==> config.mk <==
export PLATFORM = sky130hd
export DESIGN_NAME = sw_seq_feeder
export DESIGN_NICKNAME = d
export VERILOG_FILES = /design/src/rtl/sw_seq_feeder.sv
export SDC_FILE = /design/constraint.sdc
export NUM_CORES = 1
export LEC_CHECK = 0
export ABC_AREA = 1
export CAP_MARGIN = 20
export CORE_ASPECT_RATIO = 0.75
export CORE_UTILIZATION = 30
export CTS_CLUSTER_DIAMETER = 30
export CTS_CLUSTER_SIZE = 28
export DETAILED_ROUTE_END_ITERATION = 8
export SLEW_MARGIN = 20
export SYNTH_ARGS = -nofsm -noshare
export SYNTH_HDL_FRONTEND = slang
export SYNTH_SLANG_ARGS = --single-unit
==> constraint.sdc <==
create_clock -name clk -period 8.6 [get_ports clk]
set_clock_uncertainty 0.2 [all_clocks]
set_input_delay 1.29 -clock clk [delete_from_list [all_inputs] [get_ports clk]]
set_output_delay 1.29 -clock clk [all_outputs]
set_load 0.01 [all_outputs]
==> src/rtl/sw_seq_feeder.sv <==
// Job loader for the Smith-Waterman core: buffers packed reference/query bases, streams them,
// then returns the core's result. Optional watchdog in WAIT is enabled by SW_FEEDER_TIMEOUT_EN.
module sw_seq_feeder #(
    parameter int REF_LEN         = 64,
    parameter int QUERY_LEN       = 48,
    parameter int WIDTH_SCORE     = 8,
    parameter int WIDTH_POS_REF   = 7,
    parameter int WIDTH_POS_QUERY = 6,
    parameter int TIMEOUT_CYCLES  = 4096
) (
    input  logic                       clk,
    input  logic                       reset,
    input  logic                       in_valid,
    output logic                       in_ready,
    input  logic [7:0]                 in_data,
    output logic                       sw_valid,
    output logic [1:0]                 sw_data_ref,
    output logic [1:0]                 sw_data_query,
    input  logic                       sw_finish,
    input  logic [WIDTH_SCORE-1:0]     sw_max,
    input  logic [WIDTH_POS_REF-1:0]   sw_pos_ref,
    input  logic [WIDTH_POS_QUERY-1:0] sw_pos_query,
    output logic                       res_valid,
    input  logic                       res_ready,
    output logic [WIDTH_SCORE-1:0]     res_max,
    output logic [WIDTH_POS_REF-1:0]   res_pos_ref,
    output logic [WIDTH_POS_QUERY-1:0] res_pos_query,
    output logic                       res_err,
    output logic                       busy
);

    localparam int REF_WORDS   = REF_LEN / 4;
    localparam int TOTAL_WORDS = (REF_LEN + QUERY_LEN) / 4;
    localparam int BASE_W      = $clog2(REF_LEN);
    localparam int WCNT_W      = $clog2(TOTAL_WORDS + 1);

    localparam logic [1:0] ST_LOAD   = 2'd0;
    localparam logic [1:0] ST_STREAM = 2'd1;
    localparam logic [1:0] ST_WAIT   = 2'd2;
    localparam logic [1:0] ST_RESULT = 2'd3;

    logic [1:0]                 state_q, state_d;
    logic [WCNT_W-1:0]          word_cnt_q, word_cnt_d;
    logic [BASE_W-1:0]          base_cnt_q, base_cnt_d;
    logic [2*REF_LEN-1:0]       ref_buf_q, ref_buf_d;
    logic [2*QUERY_LEN-1:0]     query_buf_q, query_buf_d;
    logic                       sw_valid_q, sw_valid_d;
    logic [1:0]                 sw_ref_q, sw_ref_d;
    logic [1:0]                 sw_query_q, sw_query_d;
    logic [WIDTH_SCORE-1:0]     res_max_q, res_max_d;
    logic [WIDTH_POS_REF-1:0]   res_pos_ref_q, res_pos_ref_d;
    logic [WIDTH_POS_QUERY-1:0] res_pos_query_q, res_pos_query_d;

`ifdef SW_FEEDER_TIMEOUT_EN
    localparam int WDOG_W = $clog2(TIMEOUT_CYCLES);
    logic [WDOG_W-1:0] wdog_q, wdog_d;
    logic              res_err_q, res_err_d;
`endif

    always_comb begin
        state_d         = state_q;
        word_cnt_d      = word_cnt_q;
        base_cnt_d      = base_cnt_q;
        ref_buf_d       = ref_buf_q;
        query_buf_d     = query_buf_q;
        sw_valid_d      = sw_valid_q;
        sw_ref_d        = sw_ref_q;
        sw_query_d      = sw_query_q;
        res_max_d       = res_max_q;
        res_pos_ref_d   = res_pos_ref_q;
        res_pos_query_d = res_pos_query_q;
`ifdef SW_FEEDER_TIMEOUT_EN
        wdog_d          = wdog_q;
        res_err_d       = res_err_q;
`endif
        unique case (state_q)
            ST_LOAD: begin
                if (in_valid) begin
                    if (word_cnt_q < WCNT_W'(REF_WORDS)) begin
                        ref_buf_d[int'(word_cnt_q)*8 +: 8] = in_data;
                    end else begin
                        query_buf_d[(int'(word_cnt_q) - REF_WORDS)*8 +: 8] = in_data;
                    end
                    if (word_cnt_q == WCNT_W'(TOTAL_WORDS - 1)) begin
                        // Base 0 may live in the word accepted this cycle, so use the merged buffers.
                        state_d    = ST_STREAM;
                        word_cnt_d = '0;
                        base_cnt_d = '0;
                        sw_valid_d = 1'b1;
                        sw_ref_d   = ref_buf_d[1:0];
                        sw_query_d = query_buf_d[1:0];
                    end else begin
                        word_cnt_d = word_cnt_q + 1'b1;
                    end
                end
            end
            ST_STREAM: begin
                if (base_cnt_q == BASE_W'(REF_LEN - 1)) begin
                    state_d    = ST_WAIT;
                    base_cnt_d = '0;
                    sw_valid_d = 1'b0;
                    sw_ref_d   = 2'b00;
                    sw_query_d = 2'b00;
                end else begin
                    base_cnt_d = base_cnt_q + 1'b1;
                    sw_ref_d   = ref_buf_q[int'(base_cnt_d)*2 +: 2];
                    if (int'(base_cnt_d) < QUERY_LEN) begin
                        sw_query_d = query_buf_q[int'(base_cnt_d)*2 +: 2];
                    end else begin
                        sw_query_d = 2'b00;
                    end
                end
            end
            ST_WAIT: begin
                if (sw_finish) begin
                    state_d         = ST_RESULT;
                    res_max_d       = sw_max;
                    res_pos_ref_d   = sw_pos_ref;
                    res_pos_query_d = sw_pos_query;
`ifdef SW_FEEDER_TIMEOUT_EN
                    res_err_d       = 1'b0;
                    wdog_d          = '0;
                end else if (wdog_q == WDOG_W'(TIMEOUT_CYCLES - 1)) begin
                    state_d         = ST_RESULT;
                    res_max_d       = '0;
                    res_pos_ref_d   = '0;
                    res_pos_query_d = '0;
                    res_err_d       = 1'b1;
                    wdog_d          = '0;
                end else begin
                    wdog_d = wdog_q + 1'b1;
`endif
                end
            end
            ST_RESULT: begin
                if (res_ready) begin
                    state_d = ST_LOAD;
                end
            end
            default: state_d = ST_LOAD;
        endcase
    end

    always_ff @(posedge clk or posedge reset) begin
        if (reset) begin
            state_q         <= ST_LOAD;
            word_cnt_q      <= '0;
            base_cnt_q      <= '0;
            ref_buf_q       <= '0;
            query_buf_q     <= '0;
            sw_valid_q      <= 1'b0;
            sw_ref_q        <= 2'b00;
            sw_query_q      <= 2'b00;
            res_max_q       <= '0;
            res_pos_ref_q   <= '0;
            res_pos_query_q <= '0;
`ifdef SW_FEEDER_TIMEOUT_EN
            wdog_q          <= '0;
            res_err_q       <= 1'b0;
`endif
        end else begin
            state_q         <= state_d;
            word_cnt_q      <= word_cnt_d;
            base_cnt_q      <= base_cnt_d;
            ref_buf_q       <= ref_buf_d;
            query_buf_q     <= query_buf_d;
            sw_valid_q      <= sw_valid_d;
            sw_ref_q        <= sw_ref_d;
            sw_query_q      <= sw_query_d;
            res_max_q       <= res_max_d;
            res_pos_ref_q   <= res_pos_ref_d;
            res_pos_query_q <= res_pos_query_d;
`ifdef SW_FEEDER_TIMEOUT_EN
            wdog_q          <= wdog_d;
            res_err_q       <= res_err_d;
`endif
        end
    end

    assign in_ready      = (state_q == ST_LOAD);
    assign busy          = (state_q != ST_LOAD);
    assign res_valid     = (state_q == ST_RESULT);
    assign sw_valid      = sw_valid_q;
    assign sw_data_ref   = sw_ref_q;
    assign sw_data_query = sw_query_q;
    assign res_max       = res_max_q;
    assign res_pos_ref   = res_pos_ref_q;
    assign res_pos_query = res_pos_query_q;
`ifdef SW_FEEDER_TIMEOUT_EN
    assign res_err       = res_err_q;
`else
    assign res_err       = 1'b0;
`endif

endmodule

### Word level (Yosys, flattened, before mapping)

Index checks and enable logic that the tools add are counted.

* add/sub/neg operators: 5
* magnitude comparators: 2
* equal/unequal tests: 10
* shifts and indexed selects: 6
* mux-type cells: 28
* bitwise operators: 1
* reduce and logical (&&, ||, !) cells: 10

Operators with widths (number)
* bitwise mux 128 bit: 1
* variable shift 8 x 33 -> 128 bit, first input constant: 1
* variable part select 128 x 8 -> 2 bit: 1
* variable part select 8 x 33 -> 128 bit: 1
* bitwise mux 96 bit: 1
* variable shift 8 x 33 -> 96 bit, first input constant: 1
* variable part select 8 x 33 -> 96 bit: 1
* variable part select 96 x 8 -> 2 bit: 1
* negation 8 -> 33 bit: 1
* negation 9 -> 33 bit: 1
* two-way mux 2 bit: 14
* two-way mux 6 bit: 3
* one-hot mux 6 bit (2 select lines): 1
* AND reduction 3 bit: 3
* one-hot mux 2 bit (2 select lines): 2
* one-hot mux 2 bit (4 select lines): 1
* adder 6 x 1 -> 6 bit, second input constant: 1
* == test 6 bit, second input constant: 1
* < comparator 6 bit, second input constant: 1
* inequality test 2 bit, second input constant: 3
* subtractor 5 x 5 -> 6 bit, second input constant: 1
* adder 5 x 1 -> 5 bit, second input constant: 1
* == test 5 bit, second input constant: 1
* < comparator 5 bit, second input constant: 1
* other kinds (12): 18

* register bits after elaboration: 263
* bits of input ports: 34
* output and inout port bits: 30
* logic and storage cells: 75

### Depth between registers and ports, before layout

Gate-level depths: netlist of run 1.

* depth after elaboration: 8
* gate-level depth with buffers: 19
* gate-level depth less buffers: 17

### Worst setup path after synthesis of run 1

Ideal clock, no wire load.

* kind: register to register
* start point: register word_cnt_q[0]
* end point: register query_buf_q[16]
* library setup time: 0.131 ns
* arrival: 3.206 ns
* required time: 8.269 ns
* path slack: 5.064 ns
* cell stages (with the launch flop): 19
* buffers on the path: 3
* clock period less this slack: 3.536 ns
* path through: dfrtp_1 -> inv_2 -> buf_1 -> clkbuf_1 -> ha_1 -> nand2_1 -> nor2_1 -> nand2_1 -> ha_1 -> or2_2 -> nor2_1 -> nand2_1 -> a21oi_2 -> nand2_1 -> nor2_1 -> nand2_1 -> clkbuf_1 -> nand2_1 -> o21ai_0

* cells in the longest elaborated chain, start to end: 4
* elaborated cells between the ends (all ways): 8
* those cells by class: 2 x add/sub; 1 x order compare; 2 x shift; 1 x mux; 1 x bitwise; 1 x reduce/logical

Ends and longest elaborated chain
* start, declared: line 43 `logic [WCNT_W-1:0] word_cnt_q, word_cnt_d;`
* start signal, assigned: line 163 `word_cnt_q <= word_cnt_d;`
* subtractor 5 x 5 -> 6 bit: line 82 `query_buf_d[(int'(word_cnt_q) - REF_WORDS)*8 +: 8] = in_data;`
* negation 9 -> 33 bit: line 82
* variable part select 8 x 33 -> 96 bit / variable shift 8 x 33 -> 96 bit (equally long branches): line 82
* bitwise mux 96 bit: line 82
* end signal, assigned: line 166 `query_buf_q <= query_buf_d;`
* end, declared: line 46 `logic [2*QUERY_LEN-1:0] query_buf_q, query_buf_d;`

Several ways; a longest one is shown, not always the timed one.
A chain may end at the register's enable or synchronous reset.

### Worst setup path in the final report of run 1

* start point: register word_cnt_q[0]
* end point: register query_buf_q[33]

The elaborated chain is that of the path after synthesis.

==> results of run 1 <==
## cell families after synthesis
kind of cell,share of synthesized area [%]
flip-flops,50.3
buffers and inverters,6.20
AND/OR/NAND/NOR,24.2
XOR/XNOR,0.268
multiplexers,1.81
adder cells (fa/ha/maj),1.24
AO/OA/AOI/OAI,15.9
other,0.0287
## routing by layer
| layer | up-vias | global-route usage, % | wire length [µm] | share of wire, % |
|---|---|---|---|---|
| met5 | - | 0 | 13 | 0.032 |
| met2 | 410 | 26.8 | 17200 | 42 |
| li1 | 5589 | - | - | - |
| met3 | 71 | 4.57 | 3550 | 8.8 |
| met1 | 5722 | 26.5 | 18900 | 47 |
| met4 | 2 | 4.98 | 821 | 2.0 |
## where the power goes
| part | switching, mW | internal, mW | total (mW) | leakage, nW |
|---|---|---|---|---|
| clock | 0.686 | 1.33 | 2.02 | 0.860 |
| combinational | 1.24 | 0.526 | 1.77 | 2.51 |
| sequential | 0.109 | 1.43 | 1.54 | 3.49 |
## critical path: stages (launching register included)
cell and delay (ns):
dfrtp_1 0.41, inv_2 0.36, nand3_1 0.20, nor2_1 0.20, ha_1 0.33, inv_2 0.54, nand2_1 0.11, nor2_1 0.12
nand2_1 0.06, a21oi_2 0.33, nand3_1 0.11, nor2_1 0.52, inv_1 0.21, nand2_1 0.10, o21ai_0 0.08
## cell type report
class	instances	area, µm²	area share, %
well taps	569	712	4.47
repair buffers	72	708	4.44
clock inverters	32	345	2.17
clock buffers	63	1420	8.94
flip-flops and latches	263	6590	41.3
inverters	122	462	2.90
multi-input cells	1192	5700	35.8
## state kept, by name, summed over array words and instances, names as in the netlist
name	cells
query_buf_q	96
res_max	8
sw_valid	1
res_pos_query	6
res_pos_ref	7
ref_buf_q	128
word_cnt_q	5
base_cnt_q	6
sw_data_query	2
state_q	2
sw_data_ref	2
## worst max path at each step
stage	endpoint	slack, ns	startpoint	cells after the start
after floorplan	base_cnt_q[0]	3.64	reset	1
after global routing	query_buf_q[33]	4.21	word_cnt_q[0]	14
final	query_buf_q[33]	4.59	word_cnt_q[0]	14
after CTS	query_buf_q[33]	4.61	word_cnt_q[0]	14
after detailed placement	query_buf_q[8]	4.53	in_valid	10
after global placement	query_buf_q[72]	4.51	in_valid	10
## synthesized netlist by cell type, types with 3 or more instances
cell / count / area share (%)
nand3_1: 126 / 4.8
nor3_1: 23 / 0.88
nand2_2: 3 / 0.14
nor2_2: 5 / 0.24
inv_1: 115 / 3.3
inv_2: 7 / 0.20
mux2_2: 21 / 1.8
nand2_1: 394 / 11
buf_1: 4 / 0.11
o31ai_1: 12 / 0.69
nor2_1: 199 / 5.7
nor2_4: 4 / 0.34
o21ai_1: 13 / 0.50
xor2_1: 3 / 0.20
nand4_1: 4 / 0.19
clkbuf_1: 72 / 2.1
ha_1: 13 / 1.2
or2_2: 3 / 0.14
dfrtp_1: 263 / 50
o211ai_1: 38 / 2.2
a21oi_1: 34 / 1.3
o21ai_0: 285 / 11
o22ai_1: 6 / 0.29
buf_2: 11 / 0.42
## stage by stage
stage / hold WS [ns] / utilization [%]
2_1_floorplan: 0.246 / -
3_3_place_gp: 0.259 / 33.3
3_5_place_dp: 0.263 / 33.3
4_1_cts: 0.275 / 37.5
5_1_grt: 0.292 / 37.5
6_report: 0.277 / 37.5
==> summary.md, run 1 <==
| Metric | Value |
|---|---|
| Final-report setup violation count | `0` |
| Worst endpoint required time | `8.83 ns` |
| Drt wl/cell | `17.5 µm` |
| CTS tree | `yes` |
| Max-slew violation count | `0` |
| Rel. slew slack | `36.8%` |
| CTS Sinks | `263` |
| Total CTS buffers | `51` |
| Horiz. Die Dim | `243 µm` |
| CTS H-Tree Depth | `2` |
| Sequential share of the synthesized area | `50.3%` |
| Most used DFF post-synth | `dfrtp_1` |
| Placed Instance Area | `14,200 µm²` |
| GP Congestion | `0.934` |
| CTS Root Cell | `clkbuf_16` |
| Final worst setup slack | `4.59 ns` |
| Die Y | `183 µm` |
| Maximum fanout along the worst path | `35` |
| Unrepaired setup endpoints after global routing | `no` |
| Tot GR Track Use | `18.3%` |
| Hold Path End | `ref_buf_q[78]` |
| Reg-to-reg slack, setup | `4.59 ns` |
| DIE AREA | `44,400 µm²` |
| EDFF count, synth | `0` |
| Std-Cell Rows | `65` |
| Most common cell after layout, fill and taps aside | `nand2_1` |
| Yosys warnings | `0` |
| FF-to-FF End | `query_buf_q[33]` |
| Pleak | `6.87 nW` |
| CORE AREA | `42,500 µm²` |
| Post-route antenna net violation count | `0` |
| Dpl ws | `4.53 ns` |
| Most frequent cells in the layout | `nand2_1, o21ai_0, dfrtp_1` |
| HPWL after detailed placement | `26.7 mm` |
| Tot Pwr | `5.33 mW` |
| Period utilisation layout | `46.7%` |
| Fill count | `4,329` |
| Fin area | `15,900 µm²` |
| CP endpoint kind | `flop` |
| Synth unique cells | `32` |
| Setup TNS | `0 ns` |
| First-pass GRT wire length | `64.0 mm` |
| Worst-Margin Slew | `0.946 ns` |
| WL final | `40.5 mm` |
| Synthesis-to-finish area growth | `21.9%` |
| Mapped cell area | `13,100 µm²` |
| Tightest Hold Check Type | `reg2reg` |
| Pre-antenna DRT Iters | `7` |
| Post-CTS sizing | `0` |
| Finished Layout Cells | `2,313` |
| Initial Util | `30.7%` |
| Ports | `64` |
| Hold path start | `ref_buf_q[78]` |
| Post-Syn Instances | `1,666` |
| Critical Path AT | `4.25 ns` |
| Nets | `1,749` |
| Ant diodes | `0` |
| Deepest clock path buffer count | `3` |
| FF+latch count, synth | `263` |
| Worst hold path depth | `2` |
| Minimum clock period | `4.01 ns` |
| MaxCap Viol Count | `0` |
| Asr flop ratio synth | `100%` |
| Worst R2R Path Depth | `14` |
| Post-synthesis average cell area | `7.85 µm²` |
| Pin count of the biggest net entering global routing | `160` |
| DR vias/cell | `5.10` |
| Share of post-route cells with drive strength above 1 | `8.83%` |
| Synthesized Nets | `1,713` |
| Vias in the first global route | `11,300` |
| # DRC | `0` |
| PD cells | `334 nW/µm²` |
| Congestion Overflow GR | `0` |
| PortBufs | `62` |
| Post-CTS Setup Bufs | `0` |
| Final hold violation count | `0` |
| Skew-Pair Late Insertion Delay | `0.56 ns` |
| Drt initial violations | `1,319` |
| DP Cell Count | `2,218` |
| Hold buffer count at cts | `0` |
| WS Path Type | `reg2reg` |
| Status | `completed` |
| Via count | `11,800` |
| Worst VDD drop | `201 µV` |
| Reg clk slew, reported paths | `0.05 ns` |
| Reg-to-reg startpoint | `word_cnt_q[0]` |
| Initial antenna violation count | `1` |
| FMAX | `249 MHz` |
| CP Launch Type | `flop` |
Note: power is estimated with default switching activity, not from simulation.
==> run 2: changes to the inputs <==
clock period = 4.2 ns   (was 8.6 ns; I/O delays follow)
==> run 2 against run 1 <==
Net effect:
- clock power is 110% higher
- critical path depth stayed put
- sequential cell count stayed put
- worst hold slack worse by 0.0017 ns
- critical endpoint is now query_buf_q[19]
- largest cell class unchanged
- non-clock buffer count increased by 14
==> summary.md, run 2 (synthesized netlist as in run 1, its figures left out) <==
| Metric | Value |
|---|---|
| Status | `completed` |
| Period utilisation layout | `88.2% (+41 points)` |
| Rel. slew slack | `30.9% (-5.9 points)` |
| Final-report setup violation count | `0 (unchanged)` |
| Met2 Usage GRT | `25.8% (-1.0 points)` |
| DR vias/cell | `5.05 (-0.92%)` |
| Hold Slack | `0.276 ns (-0.00168 ns)` |
| GP Congestion | `0.908 (-2.8%)` |
| Total CTS buffers | `50 (-2.0%)` |
| Pleak | `6.96 nW (+1.3%)` |
| Setup TNS | `0 ns (unchanged)` |
| Dpl ws | `0.533 ns (-3.99 ns)` |
| Crit path depth | `14 (unchanged)` |
| Max reg flops | `128 (unchanged)` |
| DIE AREA | `44,400 µm² (unchanged)` |
| Maximum fanout along the worst path | `26 (-26%)` |
| Skew-Pair Late Insertion Delay | `0.56 ns (about the same)` |
| Hold buffer count at cts | `0 (unchanged)` |
| Via count | `11,800 (-0.36%)` |
| CP Cell Sequence | `inv_2 > ha_1 > nand2_1 > nor2_1 > nand2_1 > ha_1 > or2_2 > nor2_1 > nand2_1 > a21oi_2 > nand2_1 > nor2_1 > nand2_1 > o21ai_0` |
| Vias in the first global route | `11,100 (-1.7%)` |
| Worst endpoint required time | `4.46 ns (-4.37 ns)` |
| Most common cell after layout, fill and taps aside | `nand2_1` |
| Pin count of the biggest net entering global routing | `99 (-38%)` |
| Congestion Overflow GR | `0 (unchanged)` |
| Post-CTS sizing | `0 (unchanged)` |
| Final hold violation count | `0 (unchanged)` |
| Initial antenna violation count | `0 (-1)` |
| Drt wl/cell | `17.4 µm (-0.84%)` |
| Synthesis-to-finish area growth | `23.0%` |
| FF-to-FF End | `query_buf_q[19]` |
| Worst hold path depth | `2 (unchanged)` |
| CTS H-Tree Depth | `2 (unchanged)` |
| Max-slew violation count | `0 (unchanged)` |
| Drt initial violations | `1,362 (+3.3%)` |
| CP bufs+invs | `1 (-2)` |
| Initial Util | `30.7% (unchanged)` |
| Grt met3 use | `4.81% (+0.25 points)` |
| Minimum clock period | `3.70 ns (-0.312 ns)` |
| First-pass GRT wire length | `63.1 mm (-1.4%)` |
| Net Switching | `4.11 mW (+100%)` |
| Worst VDD drop | `518 µV (+160%)` |
| PortBufs | `62 (unchanged)` |
| Tightest Hold Check Type | `reg2reg` |
| Share of post-route cells with drive strength above 1 | `9.16% (+0.33 points)` |
| Die Y | `183 µm (unchanged)` |
| Pre-antenna DRT Iters | `5 (-2)` |
| MaxCap Viol Count | `0 (unchanged)` |
| Ports | `64 (unchanged)` |
| Global Route met1 Usage | `26.6% (+0.13 points)` |
| Critical Path AT | `3.96 ns (-0.29 ns)` |
| Setup crit start | `word_cnt_q[0]` |
| Sequential share of power | `28.7% (-0.3 points)` |
| Most frequent cells in the layout | `nand2_1, o21ai_0, dfrtp_1` |
| CTS tree | `yes` |
| CP endpoint kind | `flop` |
| Ant diodes | `0 (unchanged)` |
| WS Path Type | `reg2reg` |
| Nets | `1,762 (+0.74%)` |
| Crit path largest cell delay | `0.41 ns (-0.13 ns)` |
| Unrepaired setup endpoints after global routing | `no` |
| HPWL after detailed placement | `27.3 mm (+1.9%)` |
| Worst-Margin Slew | `1.04 ns (+0.0904 ns)` |
| Post-route antenna net violation count | `0 (unchanged)` |
| Reg-to-reg startpoint | `word_cnt_q[0]` |
| CP most frequent cell | `nand2_1` |
| Tot GR Track Use | `18.0% (-0.26 points)` |
| CTS Sinks | `263 (unchanged)` |
| Reg-to-reg slack, setup | `0.50 ns (-4.09 ns)` |
| Clock power share | `38.0% (about the same)` |
| # DRC | `0 (unchanged)` |
| Top delay family on crit path | `simple AND/OR/NAND/NOR gates` |
| Horiz. Die Dim | `243 µm (unchanged)` |
| Reg clk slew, reported paths | `0.05 ns (about the same)` |
| PD cells | `684 nW/µm² (+100%)` |
| Comb pwr share | `33.3% (about the same)` |
| Layer with the highest usage | `met1` |
| Post-CTS Setup Bufs | `0 (unchanged)` |
| WL final | `40.4 mm (-0.28%)` |
| CTS Root Cell | `clkbuf_16` |
| Deepest clock path buffer count | `3 (unchanged)` |
| FMAX | `270 MHz (+8.4%)` |
| Int Power | `6.89 mW (+110%)` |
| CORE AREA | `42,500 µm² (unchanged)` |
| CP max-delay cell | `dfrtp_1` |
| Worst R2R Path Depth | `14 (unchanged)` |
| Std-Cell Rows | `65 (unchanged)` |
| Final worst setup slack | `0.497 ns (-4.09 ns)` |
| CP Launch Type | `flop` |
| Crit path to | `query_buf_q[19]` |
| Biggest register | `ref_buf_q` |
| Net Sw Frac | `37.4% (-0.81 points)` |
-- run 2: cell count changes in the layout (fill, tap and decap cells not counted), sizes merged --
cell	delta
clkbuf	+8
clkinvlp	-3
inv	-6
bufinv	+2
buf	+14
clkinv	-2
-- run 2: metal layers --
layer / vias to the layer above / routed length [µm]
met5: - / 0
met4: 0 / 678
met3: 53 / 3430
met2: 414 / 16900
met1: 5665 / 19500
li1: 5619 / -
-- run 2: metrics by stage --
stage | utilization (%) | total power [mW] | std cells | area [µm²]
after detailed placement | 33.6 | 6.78 | 2232 | 14300
after global routing | 37.8 | 11.6 | 2326 | 16100
after global placement | 33.6 | 6.73 | 2232 | 14300
after CTS | 37.8 | 11.0 | 2326 | 16100
final | 37.8 | 11.0 | 2326 | 16100
after floorplan | - | 5.42 | 1666 | 13100
-- run 2: how the worst min path moves through the flow --
stage,startpoint,end,slack [ns]
floorplan,ref_buf_q[105],ref_buf_q[105],0.25
global placement,ref_buf_q[16],ref_buf_q[16],0.26
detailed placement,ref_buf_q[106],ref_buf_q[106],0.27
CTS,ref_buf_q[106],ref_buf_q[106],0.28
global route,ref_buf_q[79],ref_buf_q[79],0.30
finish,ref_buf_q[71],ref_buf_q[71],0.28
-- run 2: final cells by class --
type	count	area, µm²
clock buffer	71	1450
clock inverter	23	332
fill	4350	26500
inverter	122	462
multi-input combinational	1192	5700
sequential	263	6590
tap	569	712
timing repair buffer	86	838
-- run 2: power by group through the flow --
stage / combinational (mW) / clock [mW] / sequential (mW)
after floorplan: 2.22 / 0 / 3.20
after global placement: 3.55 / 0 / 3.18
after detailed placement: 3.59 / 0 / 3.19
after CTS: 3.62 / 4.23 / 3.16
after global routing: 4.02 / 4.36 / 3.21
final: 3.66 / 4.18 / 3.16
-- run 2: tightest hold or removal path: stages (launching register included) --
cell and delay [ns]:
dfrtp_1 0.34, nand2_1 0.05, o21ai_0 0.05
==> RTL change, RTL diff (settings of run 2) <==
Add an input register stage for `sw_finish`, `sw_max`, `sw_pos_ref` and `sw_pos_query`, cleared by the reset; this delays them by one clock. The other inputs are not delayed to match.
--- a/src/rtl/sw_seq_feeder.sv
+++ b/src/rtl/sw_seq_feeder.sv
@@ -40,4 +40,23 @@
     localparam logic [1:0] ST_RESULT = 2'd3;
 
+    logic sw_finish_q;
+    logic [WIDTH_SCORE-1:0] sw_max_q;
+    logic [WIDTH_POS_REF-1:0] sw_pos_ref_q;
+    logic [WIDTH_POS_QUERY-1:0] sw_pos_query_q;
+
+    always_ff @(posedge clk or posedge reset) begin
+        if (reset) begin
+            sw_finish_q    <= '0;
+            sw_max_q       <= '0;
+            sw_pos_ref_q   <= '0;
+            sw_pos_query_q <= '0;
+        end else begin
+            sw_finish_q    <= sw_finish;
+            sw_max_q       <= sw_max;
+            sw_pos_ref_q   <= sw_pos_ref;
+            sw_pos_query_q <= sw_pos_query;
+        end
+    end
+
     logic [1:0]                 state_q, state_d;
     logic [WCNT_W-1:0]          word_cnt_q, word_cnt_d;
@@ -113,9 +132,9 @@
             end
             ST_WAIT: begin
-                if (sw_finish) begin
+                if (sw_finish_q) begin
                     state_d         = ST_RESULT;
-                    res_max_d       = sw_max;
-                    res_pos_ref_d   = sw_pos_ref;
-                    res_pos_query_d = sw_pos_query;
+                    res_max_d       = sw_max_q;
+                    res_pos_ref_d   = sw_pos_ref_q;
+                    res_pos_query_d = sw_pos_query_q;
 `ifdef SW_FEEDER_TIMEOUT_EN
                     res_err_d       = 1'b0;
Function: same outputs for any inputs over 4 cycles, from zero or initial values and one cycle with reset high; that may be too few to reach the edited logic, so the function may still have changed.
==> RTL change against run 2 <==
  * Routed wire length up 2.8%
  * Power increased by 31%
  * Sequential power is 10% higher
  * Sequential cell count is 22 higher
  * Design area up 8.0%
  * Area after synthesis increased by 4.5%
  * Fmax up 2.5%
  * Setup slack improved by 90 ps
  * Global-route usage grew 0.14 points
  * Critical path type unchanged
  * Highest routed layer unchanged
==> RTL change: results (changes against run 2) <==
Parameter                              Value

Status
  Status    finished clean

Yosys
  Seq/Total Area, Yosys    52.2% (+1.8 points)
  Compound-gate portion of the synthesized area    15.1% (-0.83 points)
  Synth Register Bits    285 (+8.4%)
  Top cells by area, synth    sky130_fd_sc_hd__dfrtp_1 (52%), sky130_fd_sc_hd__o21ai_0 (9.8%), sky130_fd_sc_hd__nand2_1 (9.6%)

Critical path
  Largest fanout of any net on the critical path    32 (+23%)
  Crit Reg-Reg Endpoint    query_buf_q[83]
  Arrival time of the worst setup path    3910 ps (-50 ps)
  R2R setup slack    590 ps (+90 ps)

Floorplanning
  Area enclosed by the die boundary    46,400 um^2 (+4.5%)

Route
  Routed wire length on met3    4130 um (+21%)
  Met2 WL    16,800 um (-0.31%)
  Final routed wirelength across all metal layers    41,600 um (+2.8%)
  Routed metal-1 wire length    19,800 um (+1.7%)

Global route
  Global routing usage summed across all routing layers    18.1% (+0.14 points)
  Wire length of the first global-routing pass    66,100 um (+4.7%)
  Vias in the first global route    11,400 (+2.5%)
  Met1 Use GR    26.9% (+0.24 points)
  Fraction of met2 tracks used by global routing    24.4% (-1.3 points)

Hold path
  Startpoint of the lowest-slack hold path    sw_pos_ref_q[2]

CTS
  TritonCTS Buffers    70 (+40%)

Finish
  Final clock-cell share    14.0% (+2.9 points)
  Number of fill cells in the layout    4,505 (+3.6%)
  Buffers, non-clock    90 (+4.7%)
  Fraction of area in multi-input gates    32.6% (-2.8 points)

Placed design
  Total placed instance area    14,900 um^2 (+4.4%)
  Pre-CTS setup slack    708 ps (+176 ps)

Pwr
  Max IR drop VDD    0.608 mV (+17%)
## RTL change: worst max path at each step
stage,startpoint,to,slack (ps),depth (start not counted)
floorplan,reset,base_cnt_q[0],-410,1
detailed placement,word_cnt_q[0],query_buf_q[80],710,15
global placement,word_cnt_q[0],query_buf_q[87],800,15
global route,word_cnt_q[0],query_buf_q[83],270,16
CTS,word_cnt_q[0],query_buf_q[83],660,16
finish,word_cnt_q[0],query_buf_q[83],590,16
## RTL change: per-stage QoR
stage	cells	TNS [ps]	hold slack [ps]	utilization, %
after CTS	2375	0	254	38.8
after global routing	2375	0	262	38.8
after floorplan	1662	-116070	241	-
after detailed placement	2247	0	261	33.3
final	2375	0	270	38.8
after global placement	2247	0	258	33.3
## RTL change: power breakdown
group	switching, mW	total [mW]	internal (mW)
combinational	3.79	5.44	1.66
clock	1.76	5.45	3.69
sequential	0.270	3.49	3.22
total	5.82	14.4	8.56
